==> config.mk <==
export PLATFORM = sky130hd
export DESIGN_NAME = svc_rv_soc_bench_runner
export DESIGN_NICKNAME = d
export VERILOG_FILES = /design/src/rtl/svc_rv_soc_bench_runner.sv
export SDC_FILE = /design/constraint.sdc
export NUM_CORES = 1
export LEC_CHECK = 0
export ABC_AREA = 1
export CAP_MARGIN = 20
export CORE_ASPECT_RATIO = 1.5
export CORE_MARGIN = 1.5
export CORE_UTILIZATION = 57
export CTS_CLUSTER_DIAMETER = 50
export DETAILED_ROUTE_END_ITERATION = 12
export PLACE_DENSITY = 0.85
export SYNTH_ARGS = -nofsm -noshare
export SYNTH_HDL_FRONTEND = slang
export SYNTH_SLANG_ARGS = --single-unit
==> constraint.sdc <==
create_clock -name clk -period 7.75 [get_ports clk]
set_input_delay 1.55 -clock clk [delete_from_list [all_inputs] [get_ports clk]]
set_output_delay 1.55 -clock clk [all_outputs]
set_load 0.1 [all_outputs]
==> src/rtl/svc_rv_soc_bench_runner.sv <==
// Run controller for an svc_rv_soc_* instance: holds the core in reset, times each run
// until ebreak/trap/timeout, streams one result per run and keeps min/max/total statistics.
module svc_rv_soc_bench_runner #(
  parameter int CNT_W      = 32,
  parameter int RUNS       = 4,
  parameter int TIMEOUT    = 1000000,
  parameter int RST_CYCLES = 4,
  parameter int RUN_W      = $clog2(RUNS) + 1,
  parameter int TOT_W      = CNT_W + RUN_W
) (
  input  logic             clk,
  input  logic             rst,
  input  logic             start,
  output logic             core_rst_n,
  input  logic             ebreak,
  input  logic             trap,
  output logic             busy,
  output logic             done,
  output logic             res_valid,
  input  logic             res_ready,
  output logic [CNT_W-1:0] res_cycles,
  output logic [RUN_W-1:0] res_idx,
  output logic [1:0]       res_status,
  output logic [CNT_W-1:0] min_cycles,
  output logic [CNT_W-1:0] max_cycles,
  output logic [TOT_W-1:0] total_cycles,
  output logic [RUN_W-1:0] ok_runs
);

  typedef enum logic [2:0] {IDLE, HOLD, RUN, REPORT, DONE} state_t;

  localparam int HOLD_W = $clog2(RST_CYCLES) + 1;
  localparam logic [HOLD_W-1:0] HOLD_LAST = HOLD_W'(RST_CYCLES - 1);
  localparam logic [CNT_W-1:0]  TIMEOUT_C = CNT_W'(TIMEOUT);
  localparam logic [RUN_W-1:0]  IDX_LAST  = RUN_W'(RUNS - 1);

  state_t            state;
  logic [HOLD_W-1:0] hold_cnt;
  logic [CNT_W-1:0]  cnt;

  // Run sequencer; res_idx doubles as the run index register.
  always_ff @(posedge clk or posedge rst) begin
    if (rst) begin
      state        <= IDLE;
      hold_cnt     <= '0;
      cnt          <= '0;
      core_rst_n   <= 1'b0;
      busy         <= 1'b0;
      done         <= 1'b0;
      res_valid    <= 1'b0;
      res_cycles   <= '0;
      res_idx      <= '0;
      res_status   <= 2'd0;
      min_cycles   <= '1;
      max_cycles   <= '0;
      total_cycles <= '0;
      ok_runs      <= '0;
    end else begin
      case (state)
        IDLE: begin
          core_rst_n <= 1'b0;
          if (start) begin
            min_cycles   <= '1;
            max_cycles   <= '0;
            total_cycles <= '0;
            ok_runs      <= '0;
            res_idx      <= '0;
            busy         <= 1'b1;
            hold_cnt     <= '0;
            state        <= HOLD;
          end
        end
        HOLD: begin
          if (hold_cnt == HOLD_LAST) begin
            cnt        <= CNT_W'(1);
            core_rst_n <= 1'b1;
            state      <= RUN;
          end else begin
            cnt      <= '0;
            hold_cnt <= hold_cnt + HOLD_W'(1);
          end
        end
        RUN: begin
          // A flag on the timeout cycle still counts as a real completion.
          if (trap || ebreak) begin
            res_cycles <= cnt;
            res_status <= trap ? 2'd1 : 2'd0;
            res_valid  <= 1'b1;
            core_rst_n <= 1'b0;
            state      <= REPORT;
          end else if (cnt == TIMEOUT_C) begin
            res_cycles <= TIMEOUT_C;
            res_status <= 2'd2;
            res_valid  <= 1'b1;
            core_rst_n <= 1'b0;
            state      <= REPORT;
          end else begin
            cnt <= cnt + CNT_W'(1);
          end
        end
        REPORT: begin
          if (res_ready) begin
            res_valid    <= 1'b0;
            total_cycles <= total_cycles + TOT_W'(res_cycles);
            if (res_status == 2'd0) begin
              ok_runs <= ok_runs + RUN_W'(1);
              if (res_cycles < min_cycles) begin
                min_cycles <= res_cycles;
              end
              if (res_cycles > max_cycles) begin
                max_cycles <= res_cycles;
              end
            end
            if (res_idx == IDX_LAST) begin
              busy  <= 1'b0;
              done  <= 1'b1;
              state <= DONE;
            end else begin
              res_idx  <= res_idx + RUN_W'(1);
              hold_cnt <= '0;
              state    <= HOLD;
            end
          end
        end
        DONE: begin
          done  <= 1'b0;
          state <= IDLE;
        end
        default: begin
          core_rst_n <= 1'b0;
          busy       <= 1'b0;
          done       <= 1'b0;
          res_valid  <= 1'b0;
          state      <= IDLE;
        end
      endcase
    end
  end

endmodule
==> results.md <==
Status:
- The run finished with clean final reports.

Clock network:
- The H-tree depth reported by CTS is 4.
- The maximum root-to-sink buffer count is 2.
- The quantity of gates resized following cts is 0.
- The clock insertion delay at the later pin of the skew report is roughly 0.45 ns.
- Clock-pin slew was measured on the worst setup and hold paths at 0.07 ns.
- The clock tree from TritonCTS is built.
- The TritonCTS buffer count is 17.
- In this run the post-CTS setup repair buffer count came out at 0.
- The clock root buffer master is sky130_fd_sc_hd__clkbuf_16.
- The number of buffers inserted for hold repair after clock tree synthesis is 0.
- CTS saw 181 sinks.

Floorplanning:
- The horizontal die dimension is 123 um.
- The die covers 0.0225 mm^2.
- During I/O placement, the number of pins put on the boundary was between 100 and 150.
- Once the floorplan was initialized, standard cells occupied 58.2% of the core.
- The floorplan row count is 65.
- The vertical die dimension is 183 um.
- The region available for standard cell placement spans between 0.02 and 0.025 mm^2.

Placed design:
- The total placed instance area is 0.0139 mm^2.
- The number of buffers inserted by port buffering is 148.
- The congestion estimate from routability-driven global placement came to 1.05.
- Counting tap cells, the placed design contains a total of 2101 instances.
- Detailed placement finished with a half-perimeter wire length of roughly 30000 um.

STA:
- The worst-margin pin slew is 1.09 ns.
- Setup repair after global routing left no endpoint under its margin.
- The fmax is ~260 MHz.
- The worst path needs a little under 4 ns of the cycle, external delays included.
- Setup total negative slack on the finished layout was measured at 0 ns.
- The final number of hold-violating endpoints is 0.
- On the final layout, the worst clock skew is ~0.0096 ns.
- The share of the clock period used by the worst path after layout is 50.4%.
- The number of endpoints failing setup at the final stage is 0.
- The worst relative slew slack is 27.2%.
- The max-slew violation count was 0.

Drt:
- After the first detailed-routing iteration, the DRC count stood at ~1000.
- The total iterations of the first detailed-routing run is 5.
- The routed length per instance is 19.2 um.
- The count of vias placed by the detailed router is 12583.
- The count of nets left with antenna violations once routing finished came out at 0.
- The total wire length after detailed routing is approximately 41000 um.
- In the routed layout, each cell is associated on average with a via count of about 5.9.
- In the routed design, unresolved DRC markers number 0.

Synth:
- The leading register cell type out of synthesis is sky130_fd_sc_hd__dfrtp_1.
- In this run, synthesis inferred 0 flip-flops with an integrated enable.
- The number of nets in the synthesized netlist is 1842.
- Of the post-synthesis cell area, the dominant cell type holds 30.3%.
- During synthesis, Yosys emitted a total of 0 warnings.
- The share of the Yosys chip area taken by registers is 37.1%.
- After synthesis, the netlist uses 46 different library cells.
- Synthesis produced a netlist whose cell count is 1733.
- Yosys attributes the largest share of cell area to sky130_fd_sc_hd__dfrtp_1, sky130_fd_sc_hd__nand2_1, sky130_fd_sc_hd__ha_1, sky130_fd_sc_hd__dfstp_2, sky130_fd_sc_hd__inv_1.
- The mean cell area of the mapped netlist is about 7.1 um^2.
- After synthesis, the share of flip-flops with an asynchronous set or reset is 100%.
- The post-synthesis instance area is 0.0123 mm^2.
- The library cell occupying the most area in the post-synthesis netlist is sky130_fd_sc_hd__dfrtp_1.
- In this run, synthesis produced a sequential element count of ~180.

Final layout:
- Of the cells placed in the final design, the portion with a size suffix greater than 1 is 6.85%.
- The finished layout holds 2136 standard cells, fillers aside.
- The final cell area excluding filler cells is around 0.015 mm^2.
- The total number of nets in the final design is between 1500 and 2000.
- The library cell used most frequently in the layout, excluding fill and tap cells, is sky130_fd_sc_hd__nand2_1.
- The number of fill cells is roughly 1700.
- The final cell utilization of the core is 69.2%.
- The layout overhead on the synthesized area is 18.8%.
- 0 antenna diodes ended up in the layout.
- In the layout the commonest cells are sky130_fd_sc_hd__nand2_1, sky130_fd_sc_hd__inv_1, sky130_fd_sc_hd__dfrtp_1.

Worst setup path:
- For the worst setup path, the data arrival time is 2.36 ns.
- The largest single stage delay on the critical path is 1.24 ns.
- The cell type group with the largest total delay on the critical path is buffers and inverters.
- The largest individual stage delay along the critical path comes from the cell sky130_fd_sc_hd__clkdlybuf4s50_1.
- The element type at the critical path end is an output port.
- The kind of launch point of the worst setup path is a register.
- The number of buffers and inverters on the critical path is 1.
- The critical path goes through clkdlybuf4s50_1.
- The highest fanout seen on the critical path is 7.
- The critical path in this run is classified as reg2out.
- The slack of the worst reg-to-reg path is approximately 4 ns.
- STA puts the critical path data required time at 6.20 ns.

Global routing:
- The leftover overflow at the end of global routing is 0.
- The initial antenna violation count is 0.
- The first global-routing pass estimated 63900 um of wire.
- The number of global-route vias before repair is 12352.
- The global routing usage summed across all routing layers is 37.4%.
- The largest net degree at the start of global routing is 101.

Worst hold path:
- The path class of the tightest hold or removal check is reg2reg.

Pwr:
- The power density over the cells is ~370 mW/mm^2.
- IR analysis of the VDD net gives a maximum drop of 0.000259 V.
- The completed layout was analyzed and its total power is 0.00546 W.
- For this design the static power due to leakage is roughly 7.3 nW.

Job:
- Across the run, the number of max-cap violations was 0.
synthesized netlist by cell type (5+ instances only):
cell type                  instances
sky130_fd_sc_hd__o21a_1            5
sky130_fd_sc_hd__nand4_1          52
sky130_fd_sc_hd__dfstp_2          32
sky130_fd_sc_hd__buf_2            21
sky130_fd_sc_hd__nand2_1         560
sky130_fd_sc_hd__xnor2_1           7
sky130_fd_sc_hd__or2_2            36
sky130_fd_sc_hd__nand3_1         131
sky130_fd_sc_hd__a21oi_1          95
sky130_fd_sc_hd__o21ai_0          73
sky130_fd_sc_hd__inv_1           185
sky130_fd_sc_hd__nor4_1            7
sky130_fd_sc_hd__xor2_1           22
sky130_fd_sc_hd__nor3_1           32
sky130_fd_sc_hd__clkbuf_1         31
sky130_fd_sc_hd__ha_1            102
sky130_fd_sc_hd__nor2_1          148
sky130_fd_sc_hd__dfrtp_1         149
cell families after synthesis:
kind of cell    count (synthesis)  share of synthesized area [%]
flops                         181                           37.1
simple gates                  983                           34.1
buf+inv                       249                           8.04
xor+xnor                       29                           2.06
fa+ha+maj                     103                           10.5
compound gates                188                           8.09
layout make-up:
type	count	area, um^2	share of cell area, %
clock inverter	14	174	1.19
clock buffer	18	429	2.93
sequential	181	4570	31.2
tap	268	335	2.29
multi-input combinational	1303	6750	46.2
inverter	191	724	4.95
timing repair buffer	161	1640	11.2
routing by layer:
metal  up-vias  track usage, %  wire length, um
li1       5870               -                -
met3       197            5.32             2600
met5         -               0                0
met2       622            64.5            20600
met4         0            28.8             3440
met1      5894            40.7            14200
final timing paths:
kind | start | to | cells past startpoint
setup / recovery | res_cycles[18] | res_cycles[18] | 1
hold / removal | ok_runs[2] | ok_runs[2] | 1
setup reg to reg | state[2] | max_cycles[11] | 13
hold reg to reg | ok_runs[2] | ok_runs[2] | 1
max in group asynchronous | rst | min_cycles[6] | 4
min in group asynchronous | rst | cnt[12] | 2
flip-flops by register name, indices dropped and copies added, names as in the netlist:
| name | count |
|---|---|
| ok_runs | 3 |
| res_cycles | 32 |
| done | 1 |
| total_cycles | 35 |
| res_idx | 3 |
| state | 3 |
| min_cycles | 32 |
| busy | 1 |
| res_valid | 1 |
| core_rst_n | 1 |
| cnt | 32 |
| max_cycles | 32 |
| hold_cnt | 3 |
| res_status | 2 |
report_power, final:
| part | internal (W) | switching [W] |
|---|---|---|
| Sequential | 0.00119 | 0.000233 |
| Combinational | 0.000747 | 0.00237 |
| Clock | 0.000511 | 0.000408 |
| Total | 0.00245 | 0.00301 |
per-stage QoR:
| step | worst slack, ns | hold WS [ns] |
|---|---|---|
| after floorplan | 1.34 | 0.470 |
| after global placement | 3.19 | 0.455 |
| after detailed placement | 3.06 | 0.462 |
| after CTS | 3.48 | 0.475 |
| after global routing | 3.66 | 0.497 |
| final | 3.84 | 0.474 |
Power figures use the tool's default switching activity.
